==> config.mk <==
export PLATFORM = sky130hd
export DESIGN_NAME = pe_window_gen
export DESIGN_NICKNAME = d
export VERILOG_FILES = /design/src/rtl/pe_window_gen.sv
export SDC_FILE = /design/constraint.sdc
export NUM_CORES = 1
export LEC_CHECK = 0
export BUFFER_PORTS_ARGS = -buffer_cell sky130_fd_sc_hd__buf_4
export CAP_MARGIN = 20
export CELL_PAD_IN_SITES_DETAIL_PLACEMENT = 1
export CELL_PAD_IN_SITES_GLOBAL_PLACEMENT = 1
export CORE_MARGIN = 5
export CORE_UTILIZATION = 49
export CTS_CLUSTER_DIAMETER = 30
export DETAILED_ROUTE_END_ITERATION = 7
export HOLD_SLACK_MARGIN = 0.08
export PLACE_DENSITY = 0.91
export SLEW_MARGIN = 20
export SYNTH_ARGS = -nofsm -noshare
export SYNTH_HDL_FRONTEND = slang
export SYNTH_SLANG_ARGS = --single-unit
==> constraint.sdc <==
create_clock -name i_clk -period 16 [get_ports i_clk]
set_input_delay 3.2 -clock i_clk [delete_from_list [all_inputs] [get_ports i_clk]]
set_output_delay 3.2 -clock i_clk [all_outputs]
set_load 0.05 [all_outputs]
==> src/rtl/pe_window_gen.sv <==
// ---------------------------------------------------------------------------
// pe_window_gen
//   Upstream feeder for the 3x3x2 convolution PE. Takes a raster-order stream
//   of 2-channel pixels, keeps the two previous image rows in line buffers
//   and emits one packed 3x3x2 window for every unpadded output position.
//
// Ports
//   i_clk     clock, all state changes on the rising edge
//   i_rst     synchronous active-high reset
//   i_valid   input pixel valid
//   o_ready   block can accept a pixel this cycle (combinational)
//   i_pixel   {ch0, ch1}, ch0 in the MSBs
//   o_valid   window valid (registered)
//   i_ready   downstream accepts the window
//   o_window  packed window, MSB first: ch0 r0c0, r0c1 ... r2c2, then ch1
//   o_last    marks the final window of the frame (registered)
// ---------------------------------------------------------------------------
module pe_window_gen #(
  parameter int BIT_W = 8,
  parameter int IMG_W = 6,
  parameter int IMG_H = 6
) (
  input  logic                i_clk,
  input  logic                i_rst,
  input  logic                i_valid,
  output logic                o_ready,
  input  logic [2*BIT_W-1:0]  i_pixel,
  output logic                o_valid,
  input  logic                i_ready,
  output logic [18*BIT_W-1:0] o_window,
  output logic                o_last
);

  localparam int PW = 2 * BIT_W;
  localparam int WW = 18 * BIT_W;
  localparam int CW = $clog2(IMG_W);
  localparam int RW = $clog2(IMG_H);

  // Raster position of the next pixel to be accepted.
  logic [CW-1:0] col_q, col_d;
  logic [RW-1:0] row_q, row_d;

  // Line buffers hold both channels side by side; entry IMG_W-1 is the oldest.
  logic [PW-1:0] lb0_q [IMG_W];
  logic [PW-1:0] lb1_q [IMG_W];
  logic [PW-1:0] lb0_out_s;
  logic [PW-1:0] lb1_out_s;

  // Window registers indexed [row][col]; row 0 is the top (oldest) row.
  logic [PW-1:0] win_q [3][3];
  logic [PW-1:0] win_d [3][3];
  logic [WW-1:0] win_pack_s;

  // Output stage.
  logic          valid_q, valid_d;
  logic          last_q, last_d;
  logic [WW-1:0] window_q, window_d;

  logic accept_s;
  logic emit_s;
  logic col_end_s;
  logic row_end_s;

  // Single output stage with no skid: accept only when the output slot is
  // empty or is being drained this cycle.
  assign o_ready   = ~i_rst & (~valid_q | i_ready);
  assign accept_s  = i_valid & o_ready;
  assign col_end_s = (col_q == CW'(IMG_W - 1));
  assign row_end_s = (row_q == RW'(IMG_H - 1));
  // A window exists only once two full rows and two columns precede it.
  assign emit_s    = accept_s & (row_q >= RW'(2)) & (col_q >= CW'(2));

  // The oldest line-buffer entries are the pixels one and two rows above.
  assign lb0_out_s = lb0_q[IMG_W-1];
  assign lb1_out_s = lb1_q[IMG_W-1];

  assign o_valid  = valid_q;
  assign o_window = window_q;
  assign o_last   = last_q;

  // Next raster position; wraps at end of row and end of frame.
  always_comb begin
    col_d = col_q;
    row_d = row_q;
    if (accept_s) begin
      if (col_end_s) begin
        col_d = '0;
        if (row_end_s) begin
          row_d = '0;
        end else begin
          row_d = row_q + RW'(1);
        end
      end else begin
        col_d = col_q + CW'(1);
      end
    end else begin
      col_d = col_q;
      row_d = row_q;
    end
  end

  // Next window: shift columns left, new right column from the line buffers
  // and the incoming pixel, then pack channel 0 ahead of channel 1.
  always_comb begin
    win_pack_s = '0;
    for (int r = 0; r < 3; r++) begin
      for (int c = 0; c < 2; c++) begin
        win_d[r][c] = win_q[r][c+1];
      end
    end
    win_d[0][2] = lb1_out_s;
    win_d[1][2] = lb0_out_s;
    win_d[2][2] = i_pixel;
    for (int r = 0; r < 3; r++) begin
      for (int c = 0; c < 3; c++) begin
        win_pack_s[WW-1-(r*3+c)*BIT_W -: BIT_W]     = win_d[r][c][PW-1 -: BIT_W];
        win_pack_s[WW/2-1-(r*3+c)*BIT_W -: BIT_W]  = win_d[r][c][BIT_W-1:0];
      end
    end
  end

  // Output stage next state: load on emit, clear once drained, else hold.
  always_comb begin
    valid_d  = valid_q;
    last_d   = last_q;
    window_d = window_q;
    if (emit_s) begin
      valid_d  = 1'b1;
      last_d   = col_end_s & row_end_s;
      window_d = win_pack_s;
    end else if (i_ready) begin
      valid_d  = 1'b0;
    end else begin
      valid_d  = valid_q;
    end
  end

  // Control state and output registers with synchronous reset.
  always_ff @(posedge i_clk) begin
    if (i_rst) begin
      col_q    <= '0;
      row_q    <= '0;
      valid_q  <= 1'b0;
      last_q   <= 1'b0;
      window_q <= '0;
    end else begin
      col_q    <= col_d;
      row_q    <= row_d;
      valid_q  <= valid_d;
      last_q   <= last_d;
      window_q <= window_d;
    end
  end

  // Datapath storage; contents are always refilled before being exposed.
  always_ff @(posedge i_clk) begin
    if (accept_s) begin
      lb0_q[0] <= i_pixel;
      lb1_q[0] <= lb0_out_s;
      for (int i = 1; i < IMG_W; i++) begin
        lb0_q[i] <= lb0_q[i-1];
        lb1_q[i] <= lb1_q[i-1];
      end
      for (int r = 0; r < 3; r++) begin
        for (int c = 0; c < 3; c++) begin
          win_q[r][c] <= win_d[r][c];
        end
      end
    end
  end

endmodule

==> flow_summary.ini, run 1 <==
[timing]
hold_viol = 0
slew_violations = 0
finalCritPeriodShare = 0.457
tightest_slew_ns = 1.16
maxSlewHeadroom = 0.229
fmax_mhz = 137
timing.final.crit_period_ns = 7.32
tns_ns = 0
rsz0062_at_grt = false
finClkSkew_ns = 0.0155
finalSetupViolCount = 0

[floorplanning]
initial_utilization = 0.495
rows = 60
fp.dieW_um = 175
core_area_um2 = 26900
dieArea_um2 = 30600
ios = 167
die_h_um = 175

[power_and_ir_drop]
leakage_nw = 7.30
powerDensity_nw_per_um2 = 154
ir_worst_vdd_mv = 0.117

[placement]
gp_congestion = 0.725
dp_cells = 1209
numPortBuffers = 166
dpl_cell_area_um2 = 14800
dpl.hpwl_um = 15300

[min_path]
worstHoldStart = lb1_q[2][8]
whs_path_depth = 0
min_path_type = reg -> reg

[clock_tree]
clkLatencyLatePin_ns = 0.55
cts_buffer_depth = 3
cts_tree = yes
h-tree-depth = 3
cts_hold_buf = 0
cts_resized = 0
cts_buffers = 75
root_buffer = clkbuf_16
path_clk_slew_ns = 0.05
cts_sinks = 376
postCtsSetupBuffers = 0

[route]
vias = 6638
avgViaCountPerCell = 4.92
drtAntennaViolNets = 0
wl_per_cell_um = 20.2
drt_iter0_drc = 353
wl_um = 27200
drc = 0
dr.pass1.iters = 4

[cells_and_area]
areaGrowthSynthToFinish_pct = 30.9
finish.utilization = 0.648
stdcell_area_um2 = 17400
diodes = 0
final_common_cell = edfxtp_1
layout.cells.non_filler = 1348
layout_common_cells = 224 x edfxtp_1, 168 x buf_4, 152 x dfxtp_1
layout-drive-gt1-share = 0.443
nets = 965

[logic_synthesis]
yosysWarningCount = 0
synth-simple-area-share = 0.0770
postSynthAreaPerCell_um2 = 18.2
synth_compound_area_frac = 0.00630
synth-seq-cells = 376
synthAdderAreaFrac = 0
syn-num-nets = 753
synth_xor_area_frac = 0
synth_top_family_by_area = multiplexers
synthMuxAreaShare = 0.162
ys_types = 29
yosysSeqAreaShare = 0.734
syn_inst = 733
synth_area_um2 = 13300

[global_route]
grt_pass1_vias = 7676
grt_max_degree = 202
grt_util_all_layers = 0.176
grt-ovfl-total = 0
grt_antenna_before_repair = 0
grt_pass1_wl_um = 42500

[worst_setup_path]
startpoint = i_ready
cp_max_fo = 9
cp-start-kind = primary input
regToRegStartpoint = o_valid
path_cells = buf_4, nor2b_1, nor2_1, buf_4
critical_path_class = in -> out
critPathMaxStageDelay_ns = 0.50
path_common_cell = buf_4
cp.required_ns = 12.80
r2r_cells = 4
arrival_ns = 4.12
slowest_stage = nor2b_1
endpoint_kind = output pin

[run_status]
outcome = finished clean

[run]
max-cap-violations = 0
-- worst max-delay path, delay by kind of cell --
| family | cells | cell delay, ns |
|---|---|---|
| AND/OR/NAND/NOR | 2 | 0.59 |
| buffers and inverters | 2 | 0.33 |
-- power breakdown --
part | internal (mW) | total, mW | switching [mW]
clock network | 1.09 | 1.59 | 0.503
registers | 1.05 | 1.06 | 0.0101
logic | 0.00522 | 0.0260 | 0.0207
-- path summary, 6_finish.rpt --
| check | to | slack, ns |
|---|---|---|
| hold reg to reg | lb1_q[3][8] | 0.41 |
| hold / removal | lb1_q[3][8] | 0.41 |
| setup / recovery | o_ready | 8.68 |
| setup reg to reg | o_window[14] | 12.74 |
-- metal layers --
metal	global-route usage	up-vias	routed length (µm)
met1	0.194	3318	10300
met3	0.0595	37	1970
met2	0.321	203	14600
li1	-	3080	-
met4	0.0560	0	365
met5	0	-	0
-- sequential cells by signal (all words and copies together) (netlist names) --
register,flops
col_q,3
o_valid,1
win_q,52
row_q,3
o_window,144
o_last,1
lb0_q,94
lb1_q,78
-- final cells by class --
cell class | instances | area [µm²]
tap | 341 | 427
fill | 2281 | 9460
sequential | 376 | 9770
timing repair buffer | 170 | 1290
multi-input combinational | 319 | 3280
inverter | 3 | 11.3
clock inverter | 45 | 563
clock buffer | 94 | 2070
-- kinds of logic after synthesis --
kind of cell	count (synthesis)
AO/OA/AOI/OAI	11
multiplexers	146
flip-flops	376
AND/OR/NAND/NOR	162
buffers and inverters	38
-- through the flow --
stage	setup WS, ns	hold slack [ns]	power [mW]
after floorplan	2.10	0.400	1.10
after global placement	8.71	0.400	1.10
after detailed placement	8.68	0.406	1.11
after CTS	8.69	0.406	2.72
after global routing	8.62	0.398	2.77
final	8.68	0.409	2.68
-- synthesized netlist by cell type (all sizes together) --
library cell  number  area share
and4b              1     0.00075
a21oi              2     0.00075
edfxtp           224        0.51
nand2              2     0.00056
o31ai              1     0.00056
nor2               3     0.00085
nand4b             2      0.0013
or3                3      0.0018
inv                3     0.00085
a41o               2      0.0015
o22ai              1     0.00047
clkbuf            17      0.0048
or3b               1     0.00066
nor4               2     0.00094
dfxtp            152        0.23
nand2b             2      0.0015
mux2             145        0.16
mux2i              1     0.00075
buf               18       0.014
nor2b            146       0.069
o311ai             1     0.00066
a31o               1     0.00066
a311oi             2      0.0013
o21ai              1     0.00038
Note: power is estimated with default switching activity, not from simulation.
==> inputs of run 2 (changes only) <==
Clock period 16 ns to 7.6 ns, I/O delays scaled along.
==> flow_summary.ini, run 2 (synthesized netlist as in run 1, its figures left out) <==
[cells_and_area]
fillers = 2334
diodes = 0
areaGrowthSynthToFinish_pct = 30.0
largest_reg_flops = 144
final_common_cell = edfxtp_1
nets = 963
layout-drive-gt1-share = 0.438
layout_common_cells = 224 x edfxtp_1, 168 x buf_4, 152 x dfxtp_1

[route]
vias = 6609
drt_iter0_drc = 289
drc = 0
avgViaCountPerCell = 4.92
drtAntennaViolNets = 0
wl_um = 27100
dr.pass1.iters = 4
wl_per_cell_um = 20.2

[worst_setup_path]
arrival_ns = 2.42
path_cells = buf_4, nor2b_1, nor2_1, buf_4
cp-start-kind = primary input
critPathMaxStageDelay_ns = 0.49
path_common_cell = buf_4
startpoint = i_ready
slowest_stage = nor2b_1
critical_path_class = in -> out
regToRegStartpoint = o_valid
cp.required_ns = 6.08
endpoint_kind = output pin
cp_max_fo = 9

[floorplanning]
rows = 60
ios = 167
initial_utilization = 0.495
fp.dieW_um = 175
core_area_um2 = 26900
dieArea_um2 = 30600
die_h_um = 175

[placement]
gp_congestion = 0.695
numPortBuffers = 166
post-place-ws_ns = 3.65
dpl.hpwl_um = 15400

[timing]
finalSetupViolCount = 0
timing.final.crit_period_ns = 3.94
hold_ws_ns = 0.409
maxSlewHeadroom = 0.331
tightest_slew_ns = 1.00
finalCritPeriodShare = 0.518
fin_ws_ns = 3.66
fmax_mhz = 254
rsz0062_at_grt = false
tns_ns = 0
slew_violations = 0
hold_viol = 0
finClkSkew_ns = 0.0159

[power_and_ir_drop]
powerDensity_nw_per_um2 = 318
p_int_mw = 4.40
p_sw_mw = 1.10
p_sw_frac = 0.200
ir_worst_vdd_mv = 0.219
leakage_nw = 7.27
power.share.clock = 0.583
p_total_mw = 5.50
power_frac_seq = 0.407
pwr-share-comb = 0.010

[clock_tree]
cts_buffers = 72
cts_hold_buf = 0
clkLatencyLatePin_ns = 0.55
path_clk_slew_ns = 0.04
cts_resized = 0
h-tree-depth = 3
root_buffer = clkbuf_16
postCtsSetupBuffers = 0
cts_buffer_depth = 3
cts_tree = yes
cts_sinks = 376

[run_status]
outcome = finished clean

[global_route]
grt_pass1_vias = 7567
grt_antenna_before_repair = 0
grt_pass1_wl_um = 42700
grt_max_degree = 138
grt-ovfl-total = 0
grt_util_all_layers = 0.177

[min_path]
min_path_type = reg -> reg
worstHoldStart = lb1_q[2][6]

[run]
max-cap-violations = 0
==> run 2: path summary, 6_finish.rpt <==
path | endpoint | depth (start not counted) | slack [ns]
setup / recovery | o_ready | 4 | 3.66
setup reg to reg | o_window[14] | 4 | 5.10
hold / removal | lb1_q[3][6] | 0 | 0.41
hold reg to reg | lb1_q[3][6] | 0 | 0.41
==> run 2: power groups by stage <==
stage	clock [mW]	sequential, mW	combinational (mW)
final	3.21	2.24	0.0545
after detailed placement	0	2.28	0.0561
after floorplan	0	2.27	0.0329
after global placement	0	2.27	0.0544
after global routing	3.39	2.24	0.0599
after CTS	3.28	2.24	0.0561
==> run 2: layout make-up <==
| cell class | instances | area [µm²] | area share |
|---|---|---|---|
| clock buffer | 93 | 2000 | 0.116 |
| clock inverter | 40 | 497 | 0.0287 |
| inverter | 3 | 11.3 | 0.000651 |
| multi-input combinational | 319 | 3280 | 0.189 |
| sequential | 376 | 9770 | 0.565 |
| tap | 341 | 427 | 0.0247 |
| timing repair buffer | 171 | 1310 | 0.0759 |
==> run 2: metal layers <==
layer,track usage,vias to the layer above,part of all wire
li1,-,3068,-
met1,0.199,3284,0.39
met2,0.312,199,0.51
met3,0.0591,58,0.068
met4,0.0668,0,0.026
met5,0,-,0
==> run 2: worst max-delay path: cells and delay by family <==
| family | cells | cell delay, ns |
|---|---|---|
| simple gates | 2 | 0.58 |
| buf+inv | 2 | 0.32 |
==> run 2: stage by stage <==
| stage | utilization | instances | cell area, µm² |
|---|---|---|---|
| 4_1_cts | 0.644 | 1343 | 17300 |
| 6_report | 0.644 | 1343 | 17300 |
| 2_1_floorplan | - | 733 | 13300 |
| 3_3_place_gp | 0.551 | 1210 | 14800 |
| 5_1_grt | 0.644 | 1343 | 17300 |
| 3_5_place_dp | 0.551 | 1210 | 14800 |
